$ cat config.mk
export PLATFORM = sky130hd
export DESIGN_NAME = mem_access_ctrl
export DESIGN_NICKNAME = d
export VERILOG_FILES = /design/src/rtl/mem_ctrl_pkg.sv /design/src/rtl/mem_access_ctrl.sv
export SDC_FILE = /design/constraint.sdc
export NUM_CORES = 1
export LEC_CHECK = 0
export BUFFER_PORTS_ARGS = -buffer_cell sky130_fd_sc_hd__buf_2
export CORE_AREA = 2 2 84 86
export DETAILED_ROUTE_END_ITERATION = 7
export DIE_AREA = 0 0 86 88
export PLACE_DENSITY_LB_ADDON = 0.3
export SLEW_MARGIN = 0
export SYNTH_ARGS = -nofsm -noshare
export SYNTH_HDL_FRONTEND = slang
export SYNTH_SLANG_ARGS = --single-unit
$ cat constraint.sdc
create_clock -name Clk -period 2.14 [get_ports Clk]
set_input_delay 0 -clock Clk [delete_from_list [all_inputs] [get_ports Clk]]
set_output_delay 0 -clock Clk [all_outputs]
set_load 0.01 [all_outputs]
$ cat src/rtl/mem_ctrl_pkg.sv
// Shared types and constants for the LC-3 memory access sequencer.
package mem_ctrl_pkg;

    localparam int          DATA_W          = 16;
    localparam logic [15:0] IO_ADDR_DEFAULT = 16'hFFFF;

    typedef enum logic [1:0] {
        IDLE,
        SETUP,
        ACCESS,
        DONE
    } state_t;

endpackage

$ cat src/rtl/mem_access_ctrl.sv
// Runs one asynchronous-SRAM or memory-mapped I/O transfer per request with a
// fixed number of wait states, then pulses R for the control FSM.
module mem_access_ctrl
    import mem_ctrl_pkg::*;
#(
    parameter int          WAIT_STATES = 2,
    parameter logic [15:0] IO_ADDR     = IO_ADDR_DEFAULT,
    parameter int          SRAM_AW     = 20
) (
    input  logic                Clk,
    input  logic                Reset_n,
    input  logic                MEM_Req,
    input  logic                MEM_WE,
    input  logic [DATA_W-1:0]   MAR,
    input  logic [DATA_W-1:0]   MDR,
    input  logic [DATA_W-1:0]   Switches,
    input  logic [DATA_W-1:0]   SRAM_Data_In,
    output logic [SRAM_AW-1:0]  SRAM_Addr,
    output logic [DATA_W-1:0]   SRAM_Data_Out,
    output logic                SRAM_Data_OE,
    output logic                SRAM_CE_N,
    output logic                SRAM_OE_N,
    output logic                SRAM_WE_N,
    output logic                SRAM_UB_N,
    output logic                SRAM_LB_N,
    output logic [DATA_W-1:0]   Data_to_CPU,
    output logic                R,
    output logic                Busy,
    output logic [DATA_W-1:0]   HEX_Data
);

    localparam int          CW       = (WAIT_STATES > 1) ? $clog2(WAIT_STATES + 1) : 1;
    localparam logic [CW-1:0] LAST_CNT = CW'(WAIT_STATES - 1);

    generate
        if (WAIT_STATES < 1) begin : g_bad_wait_states
            $error("mem_access_ctrl: WAIT_STATES must be at least 1");
        end
    endgenerate

    state_t              r_state;
    state_t              w_state_next;
    logic [CW-1:0]       r_cnt;
    logic                r_we;
    logic                r_is_io;
    logic [SRAM_AW-1:0]  r_addr;
    logic [DATA_W-1:0]   r_wdata;
    logic [DATA_W-1:0]   r_rdata;
    logic [DATA_W-1:0]   r_hex;
    logic                w_last;
    logic                w_capture;
    logic                w_sram_rd;
    logic                w_sram_wr;

    assign w_last    = (r_cnt == LAST_CNT);
    assign w_capture = (r_state == ACCESS) && w_last;
    assign w_sram_rd = !r_is_io && !r_we;
    assign w_sram_wr = !r_is_io &&  r_we;

    always_ff @(posedge Clk or negedge Reset_n) begin
        if (!Reset_n) begin
            r_state <= IDLE;
        end else begin
            r_state <= w_state_next;
        end
    end

    // Strobes decode straight from registered state so reset releases the bus at once.
    always_comb begin
        w_state_next = r_state;
        SRAM_CE_N    = 1'b1;
        SRAM_OE_N    = 1'b1;
        SRAM_WE_N    = 1'b1;
        SRAM_Data_OE = 1'b0;
        R            = 1'b0;
        Busy         = 1'b1;
        case (r_state)
            IDLE: begin
                Busy = 1'b0;
                if (MEM_Req) begin
                    w_state_next = SETUP;
                end
            end
            SETUP: begin
                w_state_next = ACCESS;
                SRAM_CE_N    = r_is_io;
                SRAM_OE_N    = !w_sram_rd;
                SRAM_Data_OE = w_sram_wr;
            end
            ACCESS: begin
                if (w_last) begin
                    w_state_next = DONE;
                end
                SRAM_CE_N    = r_is_io;
                SRAM_OE_N    = !w_sram_rd;
                SRAM_WE_N    = !w_sram_wr;
                SRAM_Data_OE = w_sram_wr;
            end
            DONE: begin
                w_state_next = IDLE;
                SRAM_CE_N    = r_is_io;
                SRAM_Data_OE = w_sram_wr;
                R            = 1'b1;
            end
            default: begin
                w_state_next = IDLE;
            end
        endcase
    end

    assign SRAM_UB_N = SRAM_CE_N;
    assign SRAM_LB_N = SRAM_CE_N;

    always_ff @(posedge Clk or negedge Reset_n) begin
        if (!Reset_n) begin
            r_cnt <= '0;
        end else if ((r_state == ACCESS) && !w_last) begin
            r_cnt <= r_cnt + CW'(1);
        end else begin
            r_cnt <= '0;
        end
    end

    always_ff @(posedge Clk or negedge Reset_n) begin
        if (!Reset_n) begin
            r_we    <= 1'b0;
            r_is_io <= 1'b0;
            r_addr  <= '0;
            r_wdata <= '0;
        end else if ((r_state == IDLE) && MEM_Req) begin
            r_we    <= MEM_WE;
            r_is_io <= (MAR == IO_ADDR);
            r_addr  <= SRAM_AW'(MAR);
            r_wdata <= MDR;
        end
    end

    // Read data lands on the edge that ends the last ACCESS cycle, so it is valid alongside R.
    always_ff @(posedge Clk or negedge Reset_n) begin
        if (!Reset_n) begin
            r_rdata <= '0;
            r_hex   <= '0;
        end else if (w_capture) begin
            if (!r_we) begin
                r_rdata <= r_is_io ? Switches : SRAM_Data_In;
            end else if (r_is_io) begin
                r_hex <= r_wdata;
            end
        end
    end

    assign SRAM_Addr     = r_addr;
    assign SRAM_Data_Out = r_wdata;
    assign Data_to_CPU   = r_rdata;
    assign HEX_Data      = r_hex;

endmodule

==> flow_metrics.tcl <==
set metrics [dict create \
    worst_slack_ps 352.3 \
    hold_violations 0 \
    fin_worst_skew_ps 14.64 \
    cp-end-kind "flop" \
    crit_buf_inv 2 \
    dieArea_um2 7568 \
    startpoint_type "flop" \
    track_usage 0.2019 \
    drtIter0Drc 67 \
    power_density_nw_per_um2 1165 \
    fillerInstances 460 \
    vias 2401 \
    crit_chain "buf_4, mux2i_1, dlygate4sd3_1, o21ai_0" \
    syn_inst 215 \
    die_x_um 86 \
    fin_setup_tns_ps 0 \
    yosysWarnings 0 \
    synth_seq_area_share 0.5900 \
    coreArea_um2 6644 \
    rsz0062_at_grt "no" \
    die_y_um 88 \
    synth_cell_types 26 \
    antennaDiodeCount 0 \
    cts_sinks 70 \
    status "finished clean" \
    gp_congestion 0.7969 \
    first_pass_iters 4 \
    htree_levels 3 \
    row_count 30 \
    grt_pass1_vias 2549 \
    pre_cts_ws_ps 431.6 \
    setup_violations 0 \
    nets 497 \
    worstPathRequired_ps 2340 \
    clk_latency_ps 330 \
    area_growth_pct 56.47 \
    overflow 0 \
    initial_core_util 0.4469 \
    crit_fanout 20 \
    wirelength_um 7512 \
    clockBufferDepth 2 \
    cts_tree "done" \
    fmax_mhz 559.4 \
    leakagePower_uw 0.002371 \
    postCtsSetupRepairBufs 0 \
    holdWs_ps 11.12 \
    cpMaxStageDelayCell "dlygate4sd3_1" \
    pin_count 144 \
    routedWlPerCell_um 14.76 \
    grt_pass1_wl_um 11840 \
    syn_avg_cell_area_um2 13.81 \
    synth_seq_cells 70 \
    cts-buffers-inserted 9 \
    grt_max_degree 35 \
    vias_per_cell 4.717 \
    antenna_found_initial 0 \
    fin_total_pwr_uw 5413 \
    critPathMaxStageDelay_ps 580 \
    route.detailed.drc 0 \
    synth_area_um2 2969 \
    antenna_left 0 \
    drive_above_1_share 0.4942 \
    drv_slew 0 \
    cp_top_family "buffers and inverters" \
    path_clk_slew_ps 70 \
    maxCapViolations 0 \
    min_period_ps 1788 \
    port_buffers 139 \
    dpl.hpwl_um 4753 \
    utilization 0.6992 \
    ir_drop_mv 0.5837 \
    cts_root_buf "clkbuf_8" \
    fin_crit_sh 0.8354 \
    arrival_ps 1990 \
    criticalPathCategory "reg2reg" \
    hold_path.class "in2reg" \
]
-- power by group --
| part | switching, µW | internal (µW) |
|---|---|---|
| Sequential | 308 | 1830 |
| Clock | 505 | 814 |
| Combinational | 944 | 1010 |
-- cell families after synthesis --
logic type / share of synthesized area
compound gates: 0.03582
fa+ha+maj: 0.02107
buf+inv: 0.03708
flops: 0.5900
mux: 0.2524
other cells: 0.001263
simple gates: 0.06237
-- state kept, by name, indices dropped and copies added, names as in the netlist --
| signal | flops |
|---|---|
| Data_to_CPU | 16 |
| HEX_Data | 16 |
| SRAM_Addr | 16 |
| SRAM_Data_Out | 16 |
| r_cnt | 2 |
| r_is_io | 1 |
| r_state | 2 |
| r_we | 1 |
-- per-layer routing --
layer	vias to the layer above	GRT usage	part of all wire
li1	1157	-	-
met2	94	0.3686	0.52
met5	-	0	0
met1	1139	0.2225	0.39
met4	0	0.06638	0.018
met3	11	0.06503	0.066
-- path summary, 6_finish.rpt --
check / from / end / slack [ps] / cells past startpoint
max: r_is_io / Data_to_CPU[8] / 350 / 4
min: Switches[6] / Data_to_CPU[6] / 10 / 3
max reg2reg: r_is_io / Data_to_CPU[8] / 350 / 4
min reg2reg: r_cnt[0] / r_cnt[0] / 430 / 1
max in group asynchronous: Reset_n / SRAM_Addr[6] / 1230 / 3
min in group asynchronous: Reset_n / Data_to_CPU[2] / 120 / 2
-- synthesized netlist by cell type --
cell type  instances  area (µm²)
dfrtp_1           70        1752
mux2_2            39       439.2
nand2_1           19       71.32
mux2i_1           16       160.2
o21ai_0           16       80.08
mux2_4            10       150.1
buf_2              7       35.03
buf_4              6       45.04
ha_1               5       62.56
inv_1              4       15.01
nor2_1             4       15.01
nand4_1            3       18.77
nand3_1            2       10.01
nand3b_1           2       15.01
a22o_1             1       8.760
buf_6              1       11.26
clkbuf_1           1       3.750
conb_1             1       3.750
nand2b_1           1       6.260
nand4_4            1       21.27
nor3_1             1       5.000
nor3b_1            1       7.510
o21a_1             1       7.510
o32a_1             1       10.01
or2_2              1       6.260
or3b_2             1       8.760
-- per-stage QoR --
step | cell area [µm²] | std cells
2_1_floorplan | 2980 | 218
3_3_place_gp | 3731 | 427
3_5_place_dp | 3731 | 427
4_1_cts | 4646 | 509
5_1_grt | 4646 | 509
6_report | 4646 | 509
-- layout by cell type, fill, tap and decap left out, drive strengths merged --
cell / synthesis / final
o32a: 1 / 1
nor2: 4 / 4
bufinv: 0 / 3
conb: 1 / 4
inv: 4 / 5
nand2: 19 / 19
nor3: 1 / 1
nand4: 4 / 4
nor3b: 1 / 1
or2: 1 / 1
ha: 5 / 5
clkinv: 0 / 2
nand3: 2 / 2
o21a: 1 / 1
dfrtp: 70 / 70
or3b: 1 / 1
a22o: 1 / 1
buf: 14 / 144
mux2i: 16 / 16
nand2b: 1 / 1
nand3b: 2 / 2
clkbuf: 1 / 10
o21ai: 16 / 16
mux2: 49 / 49
dlygate4sd3: 0 / 66
-- area by class of cell --
cell class | count | area, µm² | area share
clock buffers | 10 | 137.6 | 0.02963
clock inverters | 6 | 116.4 | 0.02505
inverters | 4 | 15.01 | 0.003232
multi-input cells | 129 | 1119 | 0.2408
flip-flops and latches | 70 | 1752 | 0.3771
well taps | 80 | 100.1 | 0.02155
repair buffers | 210 | 1406 | 0.3027
-- timing repair --
item / CTS / global route
hold buffers: 66 / 0
hold endpoints to repair: 73 / 0
resized for setup: 0 / 0
-- worst reg2reg max path: cells and delay by family, from the launching register on --
family	cells	cell delay, ps
AOI/OAI and AO/OA	1	80
DFF	1	430
muxes	1	240
buffers and inverters	2	920
No activity file was read; power rests on OpenSTA's default activity.
